===== config.mk =====
export PLATFORM = sky130hd
export DESIGN_NAME = rv_fetch_ctrl
export DESIGN_NICKNAME = d
export VERILOG_FILES = /design/src/rtl/rv_fetch_ctrl.sv
export SDC_FILE = /design/constraint.sdc
export NUM_CORES = 1
export LEC_CHECK = 0
export CORE_MARGIN = 1.5
export CORE_UTILIZATION = 25
export DETAILED_ROUTE_END_ITERATION = 10
export PLACE_DENSITY = 0.5
export REMOVE_ABC_BUFFERS = 1
export SLEW_MARGIN = 0
export SYNTH_ARGS = -nofsm -noshare
export SYNTH_HDL_FRONTEND = slang
export SYNTH_SLANG_ARGS = --single-unit

===== constraint.sdc =====
create_clock -name i_clk -period 1.59 [get_ports i_clk]
set_input_delay 0.2385 -clock i_clk [delete_from_list [all_inputs] [get_ports i_clk]]
set_output_delay 0.2385 -clock i_clk [all_outputs]
set_load 0.005 [all_outputs]

===== src/rtl/rv_fetch_ctrl.sv =====
`default_nettype none
// ============================================================================
// Module   : rv_fetch_ctrl
// Purpose  : Instruction fetch sequencer for the halfword fetch buffer.
//            Issues word-aligned instruction bus requests (one outstanding at
//            a time) and turns each returned 32-bit word into one or two
//            halfword pushes. Handles redirects by flushing the buffer,
//            reloading its PC and discarding any data still in flight.
// Revision : 1.0 - initial release
// ----------------------------------------------------------------------------
// Ports
//   i_clk          : clock, all state updates on the rising edge
//   i_reset        : asynchronous active-high reset
//   i_branch       : redirect request (one-cycle pulse)
//   i_branch_pc    : redirect target, halfword address
//   o_mem_req      : bus request, held until i_mem_ack
//   o_mem_addr     : bus word address, stable while o_mem_req=1
//   i_mem_ack      : bus completion, i_mem_data valid this cycle
//   i_mem_data     : fetched 32-bit word
//   i_buf_not_full : buffer has room for at least one more word
//   o_buf_flush    : buffer reset (buffer i_reset_n = !o_buf_flush)
//   o_buf_pc       : PC loaded into the buffer while o_buf_flush=1
//   o_push_single  : push o_data_hi only
//   o_push_double  : push o_data_lo then o_data_hi
//   o_data_lo      : lower halfword of i_mem_data
//   o_data_hi      : upper halfword of i_mem_data
// ============================================================================
module rv_fetch_ctrl #(
  parameter int unsigned                 IADDR_SPACE_BITS = 16,
  parameter logic [IADDR_SPACE_BITS-1:0] RESET_PC         = '0
) (
  input  logic                          i_clk,
  input  logic                          i_reset,
  input  logic                          i_branch,
  input  logic [IADDR_SPACE_BITS-1:1]   i_branch_pc,
  output logic                          o_mem_req,
  output logic [IADDR_SPACE_BITS-1:2]   o_mem_addr,
  input  logic                          i_mem_ack,
  input  logic [31:0]                   i_mem_data,
  input  logic                          i_buf_not_full,
  output logic                          o_buf_flush,
  output logic [IADDR_SPACE_BITS-1:1]   o_buf_pc,
  output logic                          o_push_single,
  output logic                          o_push_double,
  output logic [15:0]                   o_data_lo,
  output logic [15:0]                   o_data_hi
);

  // IDLE  : no request outstanding
  // REQ   : request outstanding, its data is wanted
  // DRAIN : request outstanding, but a redirect made its data stale
  typedef enum logic [1:0] {
    ST_IDLE  = 2'd0,
    ST_REQ   = 2'd1,
    ST_DRAIN = 2'd2
  } state_t;

  localparam logic [IADDR_SPACE_BITS-1:2] c_word_one =
    {{(IADDR_SPACE_BITS-3){1'b0}}, 1'b1};

  state_t                        state_q,      state_d;
  logic [IADDR_SPACE_BITS-1:2]   fetch_addr_q, fetch_addr_d;
  logic                          skip_lo_q,    skip_lo_d;
  logic                          mem_req_q,    mem_req_d;
  logic [IADDR_SPACE_BITS-1:2]   mem_addr_q,   mem_addr_d;
  logic                          buf_flush_q,  buf_flush_d;
  logic [IADDR_SPACE_BITS-1:1]   buf_pc_q,     buf_pc_d;

  logic                          w_ack_live;
  logic [IADDR_SPACE_BITS-1:2]   w_fetch_next;

  // An ack only delivers usable data when the request is still wanted and
  // no redirect arrives in the same cycle.
  assign w_ack_live   = (state_q == ST_REQ) && i_mem_ack && !i_branch;
  assign w_fetch_next = fetch_addr_q + c_word_one;

  // --------------------------------------------------------------------------
  // Next-state / next-register logic
  // --------------------------------------------------------------------------
  always_comb begin
    state_d      = state_q;
    fetch_addr_d = fetch_addr_q;
    skip_lo_d    = skip_lo_q;
    mem_req_d    = mem_req_q;
    mem_addr_d   = mem_addr_q;
    buf_flush_d  = 1'b0;
    buf_pc_d     = buf_pc_q;

    if (i_branch) begin
      // Redirect wins over everything: reload the stream start and pulse
      // the buffer flush next cycle.
      buf_flush_d  = 1'b1;
      buf_pc_d     = i_branch_pc;
      fetch_addr_d = i_branch_pc[IADDR_SPACE_BITS-1:2];
      skip_lo_d    = i_branch_pc[1];

      case (state_q)
        ST_IDLE: begin
          state_d = ST_IDLE;
        end
        ST_REQ, ST_DRAIN: begin
          if (i_mem_ack) begin
            // The old request completes right now; its data is dropped.
            state_d   = ST_IDLE;
            mem_req_d = 1'b0;
          end else begin
            // A bus request is never withdrawn: keep it up with the old
            // address and throw the data away when it eventually arrives.
            state_d = ST_DRAIN;
          end
        end
        default: begin
          state_d   = ST_IDLE;
          mem_req_d = 1'b0;
        end
      endcase
    end else begin
      case (state_q)
        ST_IDLE: begin
          if (i_buf_not_full) begin
            state_d    = ST_REQ;
            mem_req_d  = 1'b1;
            mem_addr_d = fetch_addr_q;
          end
        end

        ST_REQ: begin
          if (i_mem_ack) begin
            fetch_addr_d = w_fetch_next;
            // Only the first word of a stream can start mid-word.
            skip_lo_d    = 1'b0;
            if (i_buf_not_full) begin
              // Back-to-back: the buffer headroom absorbs this word.
              state_d    = ST_REQ;
              mem_req_d  = 1'b1;
              mem_addr_d = w_fetch_next;
            end else begin
              state_d   = ST_IDLE;
              mem_req_d = 1'b0;
            end
          end
        end

        ST_DRAIN: begin
          if (i_mem_ack) begin
            state_d   = ST_IDLE;
            mem_req_d = 1'b0;
          end
        end

        default: begin
          state_d   = ST_IDLE;
          mem_req_d = 1'b0;
        end
      endcase
    end
  end

  // --------------------------------------------------------------------------
  // State registers
  // --------------------------------------------------------------------------
  always_ff @(posedge i_clk or posedge i_reset) begin
    if (i_reset) begin
      state_q      <= ST_IDLE;
      fetch_addr_q <= RESET_PC[IADDR_SPACE_BITS-1:2];
      skip_lo_q    <= RESET_PC[1];
      mem_req_q    <= 1'b0;
      mem_addr_q   <= RESET_PC[IADDR_SPACE_BITS-1:2];
      // Hold the buffer in reset with the start PC until the first edge.
      buf_flush_q  <= 1'b1;
      buf_pc_q     <= RESET_PC[IADDR_SPACE_BITS-1:1];
    end else begin
      state_q      <= state_d;
      fetch_addr_q <= fetch_addr_d;
      skip_lo_q    <= skip_lo_d;
      mem_req_q    <= mem_req_d;
      mem_addr_q   <= mem_addr_d;
      buf_flush_q  <= buf_flush_d;
      buf_pc_q     <= buf_pc_d;
    end
  end

  // --------------------------------------------------------------------------
  // Outputs
  // --------------------------------------------------------------------------
  assign o_mem_req   = mem_req_q;
  assign o_mem_addr  = mem_addr_q;
  assign o_buf_flush = buf_flush_q;
  assign o_buf_pc    = buf_pc_q;

  // The flush term is structurally redundant (a flush cycle is never spent
  // in REQ) but keeps pushes out of a buffer that is being reset.
  assign o_push_single = w_ack_live &&  skip_lo_q && !buf_flush_q;
  assign o_push_double = w_ack_live && !skip_lo_q && !buf_flush_q;

  assign o_data_lo = i_mem_data[15:0];
  assign o_data_hi = i_mem_data[31:16];

endmodule
`default_nettype wire

* Word-level counts from Yosys, hierarchy flattened *
Index checks and enable logic that the tools add are counted.

word-level totals
  input port bits = 52
  output and inout bits = 65
  word-level logic and storage cells = 62
  register bits after elaboration = 48

cells by class
  bitwise operators = 1
  add/subtract/negate cells = 1
  reduce and logical (&&, ||, !) cells = 18
  equality and inequality tests = 9
  mux-type cells = 26

operator list
  cell                                                 count
  2-to-1 mux 14 bit                                    6
  one-hot mux 14 bit (2 select lines)                  1
  adder 14 x 1 -> 14 bit, second input constant        1
  2-to-1 mux 2 bit                                     6
  2-to-1 mux 1 bit                                     10
  != test 3 bit, second input constant                 3
  != test 2 bit, second input constant                 4
  logical AND 1 bit                                    6
  one-hot mux 2 bit (3 select lines)                   1
  AND reduction 3 bit                                  2
  nonzero test 2 bit                                   3
  AND reduction 5 bit                                  1
  zero test 1 bit                                      3
  one-hot mux 1 bit (3 select lines)                   1
  equality test 2 x 1 -> 1 bit, second input constant  1
  equality test 2 bit, second input constant           1
  zero test 2 bit                                      1
  one-hot mux 1 bit (2 select lines)                   1
  AND reduction 2 bit                                  1
  OR reduction 2 bit                                   1
  inverter 1 bit                                       1

* Logic depth before layout (Yosys ltp) *
Gate-level depths: netlist of the first run.

  depth in word-level cells = 5
  depth in mapped cells = 8
  depth with buffers taken out = 6

* Least setup slack after synthesis of the first run *
Ideal clock, no wire load.

  path type = register -> register
  start point = register state_q[0]
  end point = register mem_addr_q (netlist bit o_mem_addr[12])
  cell stages (with the launch flop) = 9
  clock period less this slack = 1,722 ps
  library setup time = 125 ps
  data required time = 1,465 ps
  setup slack = -132 ps
  data arrival time = 1,598 ps
  path through = dfrtp_1 -> inv_1 -> ha_1 -> o21ba_1 -> o32a_1 -> buf_2 -> buf_6 -> nand2_1 -> o21ai_1

on the way
  word-level cells in the longest chain between the ends = 3
  elaborated cells on any way between the ends = 8
  classes of those cells = 4 x eq/ne; 1 x mux; 3 x reduce/logical

RTL lines
  item                                                             RTL line  RTL
  from (decl)                                                      61        state_t state_q, state_d;
  from (signal assigned)                                           173       state_q <= state_d;
  equality test 2 x 1 -> 1 bit or zero test 2 bit (tied branches)  118       case (state_q)
  != test 2 bit (no line) or nonzero test 2 bit (tied branches)    n/a
  AND reduction 5 bit (no line)                                    n/a
  to (signal assigned)                                             168       mem_addr_q <= RESET_PC[IADDR_SPACE_BITS-1:2];
  to (signal assigned)                                             177       mem_addr_q <= mem_addr_d;
  to (decl)                                                        65        logic [IADDR_SPACE_BITS-1:2] mem_addr_q, mem_addr_d;

Several ways; a longest one is shown, not always the timed one.
A chain may end at the register's enable or synchronous reset.

* Final worst setup path of the first run *
  start point = register state_q[0]
  end point = register mem_addr_q (netlist bit o_mem_addr[2])

Same word-level chain as after synthesis.

==> summary.md, run 1 <==
| Metric | Value |
|---|---|
| Final wirelength | `just over 7 mm` |
| Router iterations before antenna repair | `4` |
| Fin. Hold Viols | `0` |
| Share of layout cells above drive strength 1 | `0.2630` |
| Final worst setup slack | `-0.09727 ns` |
| Worst-path clk slew | `0.09 ns` |
| LEAKAGE | `1.568 nW` |
| CP max-delay cell | `dfrtp_2` |
| Fin nets | `384` |
| Placed wire-length estimate | `5.147 mm` |
| Worst setup EP type | `flip-flop` |
| Period utilization | `1.061` |
| Worst EP required | `1.78 ns` |
| Final non-filler cell total | `approximately 460` |
| Pin count of the biggest net entering global routing | `33` |
| Post-Syn Instances | `283` |
| Actual slew at the worst max-slew pin | `0.3442 ns` |
| Max-cap violations | `0` |
| Hold WC Path Type | `primary input to async pin` |
| Worst IR Drop VDD | `0.0004199 V` |
| Final ANT Viol Nets | `0` |
| GRT Overall Usage | `0.1288` |
| Main synth FF type | `dfrtp_1` |
| Slew Limit Fails | `0` |
| FF-to-FF Start | `state_q[0]` |
| Nature of the critical path startpoint | `flip-flop` |
| # H-tree levels | `2` |
| Fmax | `592.7 MHz` |
| Synthesized flop and latch total | `48` |
| CTS Buf Count | `5` |
| Area Growth Syn to Fin | `37.72%` |
| IO Pins | `117` |
| Post-synth EDFFs | `0` |
| Yosys Warn Count | `0` |
| Total gr overflow | `0` |
| First-pass GRT wire length | `11.30 mm` |
| Period minus WS final | `roughly 1.7 ns` |
| Vias | `2051` |
| Crit-path max cell delay | `0.45 ns` |
| TritonCTS clock tree | `done` |
| Critical path class | `flip-flop to flip-flop` |
| Critical path cell sequence | `buf_6, ha_4, o21ba_1, o32a_4, clkbuf_16, nand2_1, o21ai_2` |
| CP arrival | `1.88 ns` |
| Relative slew slack | `0.7698` |
| Die area | `between 10000 and 15000 sq um` |
| Top cells by area, synth | `dfrtp_1 44%, buf_4 9.8%, xnor2_1 6.9%` |
| Fin util | `0.3564` |
| Setup TNS | `-1.109 ns` |
| First DRT Iteration DRCs | `76` |
| Placement Setup Slack | `-0.3195 ns` |
| DIE HEIGHT | `around 110 um` |
| Core area | `10370 sq um` |
| Most common cell in the synthesized netlist | `dfrtp_1` |
| Commonest cells in the netlist | `47 x dfrtp_1, 40 x nand2_1, 35 x buf_4, 25 x o21ai_0, 21 x xnor2_1` |
| Routed WL per cell | `15.49 um` |
| Setup crit start | `state_q[0]` |
| Fraction of registers with async set/reset | `1.000` |
| Clk sink count | `48` |
| Outcome | `finished with violations` |
| Largest area contributor in the netlist | `dfrtp_1` |
| Max Buffers Root-to-Sink | `2` |
| Synth cell types | `36` |
| DR vias/cell | `4.430` |
| Std-Cell Rows | `37` |
| Power Density | `1104 nW/um^2` |
| Die Width | `approximately 110 um` |
| Worst-path fanout max | `7` |
| Initial antenna violation count | `0` |
| Vias in the first global route | `2098` |
| Post-CTS Hold Fix Bufs | `0` |
| Synthesized cell area | `between 2000 and 3000 sq um` |
| Setup violators final | `19` |
| Failing checks | `setup timing` |
| Port bufs | `52` |
| Worst-Skew Late Latency | `0.31 ns` |
| Routability cong. | `0.7519` |
| Synth top area share | `0.4382` |
| Unrepaired setup endpoints after global routing | `yes` |
| Initial Util | `0.2588` |
| DRC viols | `0` |
| Mapped Avg Cell Area | `9.483 sq um` |
| N_diodes | `0` |
| Clock skew | `0.01415 ns` |
| Register area share after synthesis | `0.4480` |
| Root buffer selected by CTS | `clkbuf_8` |
| Placed Cells | `450` |
## critical path: cells and delay by family, from the launching register on
family,cells,cell delay [ns]
simple gates,1,0.07
flops,1,0.45
fa+ha+maj,1,0.16
buf+inv,2,0.32
compound gates,3,0.59
## registers in the layout (all words and copies together) (netlist names)
name,flops
skip_lo_q,1
o_buf_flush,1
o_mem_req,1
o_mem_addr,14
fetch_addr_q,14
state_q,2
o_buf_pc,15
## routing by layer
layer  up-vias  track usage  wire [um]
li1        991            -          -
met5         -      0.02381          0
met1       968       0.1754       3448
met4         0      0.04000         97
met3         9      0.05836        557
met2        83       0.1786       3069
## metrics by stage
stage | instance area, sq um | power (mW) | hold slack (ns)
CTS | 3517 | 3.991 | 0.2118
global placement | 3263 | 3.081 | 0.4635
floorplan | 2360 | 2.260 | 0.2430
detailed placement | 3263 | 3.104 | 0.4698
global route | 3696 | 4.358 | 0.2334
finish | 3696 | 4.082 | 0.2108
## power by group
| group | switching (mW) | internal, mW | total, mW |
|---|---|---|---|
| registers | 0.209 | 1.49 | 1.70 |
| clock network | 0.416 | 0.310 | 0.726 |
| logic | 0.708 | 0.951 | 1.66 |
## layout make-up
| cell class | count | area (sq um) |
|---|---|---|
| clock buffers | 7 | 76.32 |
| clock inverters | 1 | 5.005 |
| fillers | 1065 | 6674 |
| inverters | 19 | 71.32 |
| multi-input cells | 170 | 1338 |
| flip-flops and latches | 48 | 1204 |
| well taps | 136 | 170.2 |
| repair buffers | 82 | 832.0 |
## repair_timing
item	CTS	global route
hold endpoints to repair	0	0
pin swaps	14	7
gates cloned	1	1
endpoints found under the setup margin	27	26
setup buffers	2	1
gates resized for setup	37	28
## worst paths after layout
path                            cells past startpoint  slack, ns              end
worst min-delay path                                2       0.21  fetch_addr_q[7]
worst max-delay path                                7       -0.1    o_mem_addr[2]
max in group asynchronous                           3       0.86       state_q[0]
worst max register to register                      7       -0.1    o_mem_addr[2]
min in group i_clk                                  0       0.48    o_data_lo[12]
worst min register to register                      2       0.48    o_mem_addr[6]
## cell families (layout without fill, tap and decap cells)
logic type	count (synthesis)	in the layout	share of synthesized area
fa+ha+maj	6	6	0.02797
simple gates	83	83	0.1688
buf+inv	65	109	0.1473
xor+xnor	26	26	0.08485
mux	2	2	0.007460
flops	48	48	0.4480
compound gates	53	53	0.1156
## layout by cell type (no fill, tap or decap), drive strengths merged, types with 2 or more instances in the layout
| cell | synthesis | routed |
|---|---|---|
| xor2 | 5 | 5 |
| buf | 39 | 31 |
| clkdlybuf4s50 | 0 | 49 |
| nand2 | 40 | 40 |
| mux2i | 2 | 2 |
| nand2b | 2 | 2 |
| nor3 | 9 | 9 |
| nor2 | 8 | 8 |
| ha | 6 | 6 |
| nand3 | 6 | 6 |
| dfrtp | 47 | 47 |
| o21ai | 46 | 46 |
| xnor2 | 21 | 21 |
| clkbuf | 7 | 8 |
| nor2b | 2 | 2 |
| nand3b | 2 | 2 |
| inv | 19 | 19 |
| nor4 | 7 | 7 |
| nand4 | 6 | 6 |
No activity file was read; power rests on OpenSTA's default activity.
==> run 2, diff against run 1 <==
==> constraint.sdc (replaced) <==
create_clock -name i_clk -period 1.59 [get_ports i_clk]
set_input_delay 0.2385 -clock i_clk [delete_from_list [all_inputs] [get_ports i_clk]]
set_output_delay 0.2385 -clock i_clk [all_outputs]
set_load 0.1 [all_outputs]
==> run 2 against run 1 <==
  * The flow still finishes with violations (setup timing)
  * Register-to-register slack got worse by 0.09 ns
  * Total power increased by 54%
  * Worst setup slack got worse by 0.12 ns
  * Sequential power increased by 6%
  * Combinational power increased by 120%
  * Die area unchanged
==> summary.md, run 2 (synthesis results as in run 1) <==
| Metric | Value |
|---|---|
| IO Pins | `117 (unchanged)` |
| TritonCTS clock tree | `done (unchanged)` |
| Final ANT Viol Nets | `0 (unchanged)` |
| N_diodes | `0 (unchanged)` |
| R2R Setup Slk | `-0.19 ns (was -0.1 ns)` |
| Max-cap violations | `0 (unchanged)` |
| Critical path cell sequence | `inv_2, ha_4, nand2_4, nor4b_4, buf_4, buf_12 (was buf_6, ha_4, o21ba_1, o32a_4, clkbuf_16, nand2_1, o21ai_2)` |
| Clk sink count | `48 (unchanged)` |
| Max reg flops | `15 (unchanged)` |
| Hold WC Path Type | `primary input to async pin (unchanged)` |
| Final worst setup slack | `-0.2145 ns (was -0.09727 ns)` |
| Post-CTS Hold Fix Bufs | `0 (unchanged)` |
| Setup violators final | `24 (was 19)` |
| Relative slew slack | `0.6778 (was 0.7698)` |
| GRT Overall Usage | `0.1313 (was 0.1288)` |
| Vias in the first global route | `2132 (was 2098)` |
| Max Buffers Root-to-Sink | `2 (unchanged)` |
| Std-Cell Rows | `37 (unchanged)` |
| Fin. Hold Viols | `0 (unchanged)` |
| Setup TNS | `-3.617 ns (was -1.109 ns)` |
| Final wirelength | `7.375 mm (was 7.172 mm)` |
| Worst-Skew Late Latency | `0.31 ns (about the same)` |
| Nature of the critical path startpoint | `flip-flop (unchanged)` |
| CTS Buf Count | `5 (unchanged)` |
| DP Area | `3586 sq um (was 3263 sq um)` |
| Initial antenna violation count | `0 (unchanged)` |
| Most common cell after layout, fill and taps aside | `dfrtp_1 (was clkdlybuf4s50_1)` |
| Die Width | `106.6 um (unchanged)` |
| Core area | `10370 sq um (unchanged)` |
| Placed wire-length estimate | `5.072 mm (was 5.147 mm)` |
| Period minus WS final | `1.804 ns (was 1.687 ns)` |
| Period utilization | `1.135 (was 1.061)` |
| Clock skew | `0.01020 ns (was 0.01415 ns)` |
| DRC viols | `0 (unchanged)` |
| Placed Cells | `449 (was 450)` |
| Area Growth Syn to Fin | `51.61% (was 37.72%)` |
| Vias | `2093 (was 2051)` |
| Fin area | `4069 sq um (was 3696 sq um)` |
| CP max-delay cell | `dfrtp_1 (was dfrtp_2)` |
| Pin count of the biggest net entering global routing | `44 (was 33)` |
| LEAKAGE | `1.733 nW (was 1.568 nW)` |
| Unrepaired setup endpoints after global routing | `yes (unchanged)` |
| Routed WL per cell | `15.72 um (was 15.49 um)` |
| Final hold slack | `0.1170 ns (was 0.2108 ns)` |
| Router iterations before antenna repair | `4 (unchanged)` |
| # H-tree levels | `2 (unchanged)` |
| Fmax | `554.2 MHz (was 592.7 MHz)` |
| Failing checks | `setup timing (unchanged)` |
| DR vias/cell | `4.463 (was 4.430)` |
| Worst setup EP type | `primary output (was flip-flop)` |
| Fin nets | `390 (was 384)` |
| Worst-path fanout max | `3 (was 7)` |
| Critical path class | `flip-flop to primary output (was flip-flop to flip-flop)` |
| Slew Limit Fails | `0 (unchanged)` |
| DIE HEIGHT | `106.6 um (unchanged)` |
| Port bufs | `52 (unchanged)` |
| Root buffer selected by CTS | `clkbuf_8 (unchanged)` |
| Power Density | `1546 nW/um^2 (was 1104 nW/um^2)` |
| Total gr overflow | `0 (unchanged)` |
| First DRT Iteration DRCs | `117 (was 76)` |
| Actual slew at the worst max-slew pin | `0.4833 ns (was 0.3442 ns)` |
| Leading cell types in the layout, fill and taps excluded | `46 x dfrtp_1, 37 x nand2_1, 35 x buf_12 (was 49 x clkdlybuf4s50_1, 46 x dfrtp_1, 32 x nand2_1)` |
| Final non-filler cell total | `469 (was 463)` |
| Pwr Total | `6.291 mW (was 4.082 mW)` |
| Share of layout cells above drive strength 1 | `0.3574 (was 0.2630)` |
| Initial Util | `0.2588 (unchanged)` |
| Worst-path clk slew | `0.10 ns (was 0.09 ns)` |
| CP arrival | `1.57 ns (was 1.88 ns)` |
| Routability cong. | `0.7961 (was 0.7519)` |
| Worst IR Drop VDD | `0.0008213 V (was 0.0004199 V)` |
| Worst EP required | `1.35 ns (was 1.78 ns)` |
| First-pass GRT wire length | `11.44 mm (was 11.30 mm)` |
| Crit-path max cell delay | `0.40 ns (was 0.45 ns)` |
| Outcome | `finished with violations (unchanged)` |
| Die area | `11370 sq um (unchanged)` |
run 2: cell count changes in the layout (fill, tap and decap cells not counted), moves of 5 or more:
cell,delta
buf_12,+32
buf_4,+5
nand2_1,+5
nand2_2,-5
clkdlybuf4s50_1,-31
run 2: per-stage QoR:
stage | utilization | worst slack [ns]
3_3_place_gp | 0.3458 | -0.1692
4_1_cts | 0.3728 | -0.2233
6_report | 0.3924 | -0.2145
5_1_grt | 0.3924 | -0.2941
2_1_floorplan | - | -2.755
3_5_place_dp | 0.3458 | -0.1949
run 2: path summary, 6_finish.rpt:
| kind | startpoint | endpoint | cells after the start |
|---|---|---|---|
| min | i_reset | o_buf_pc[5] | 2 |
| min in group i_clk | i_branch_pc[1] | skip_lo_q | 3 |
| max reg2reg | state_q[0] | o_mem_addr[8] | 8 |
| max | state_q[1] | o_push_single | 6 |
| max in group asynchronous | i_reset | o_buf_flush | 3 |
| min reg2reg | o_mem_addr[5] | o_mem_addr[5] | 2 |
run 2: critical path: cells and delay by family (launching register included):
family / cells / cell delay, ns
simple gates: 2 / 0.30
buf+inv: 3 / 0.40
flops: 1 / 0.40
fa+ha+maj: 1 / 0.14
run 2: final cells by class:
cell class | count | area (sq um)
clock inverters | 2 | 16.27
well taps | 136 | 170.2
flip-flops and latches | 48 | 1204
clock buffers | 6 | 72.57
repair buffers | 88 | 1212
fillers | 1038 | 6301
inverters | 19 | 71.32
multi-input cells | 170 | 1323
run 2: layer usage:
layer | GRT usage | vias up | routed length, um
met1 | 0.1733 | 1003 | 3341
met4 | 0.03905 | 0 | 112
met3 | 0.06140 | 8 | 543
met5 | 0.02381 | - | 0
met2 | 0.1882 | 68 | 3377
li1 | - | 1014 | -
run 2: power by group:
part | total, mW | switching, mW | internal [mW]
sequential | 1.81 | 0.322 | 1.49
combinational | 3.72 | 2.29 | 1.43
clock | 0.761 | 0.447 | 0.314
total | 6.29 | 3.06 | 3.23
run 2: timing repair:
action,in CTS,in global routing
setup endpoints to repair,23,29
cloned,1,1
pin swaps,12,9
endpoints found under the hold margin,0,0
setup buffers,9,2
gates resized for setup,20,33
==> run 3, diff against run 2 <==
--- a/config.mk
+++ b/config.mk
@@ -5,6 +5,8 @@
 export SDC_FILE = /design/constraint.sdc
 export NUM_CORES = 1
 export LEC_CHECK = 0
+export ABC_CLOCK_PERIOD_IN_PS = 1590
+export CAP_MARGIN = 20
 export CORE_MARGIN = 1.5
 export CORE_UTILIZATION = 25
 export DETAILED_ROUTE_END_ITERATION = 10
==> results of run 3 <==
No change in the layout: final DEF, timing and power equal those of run 2.
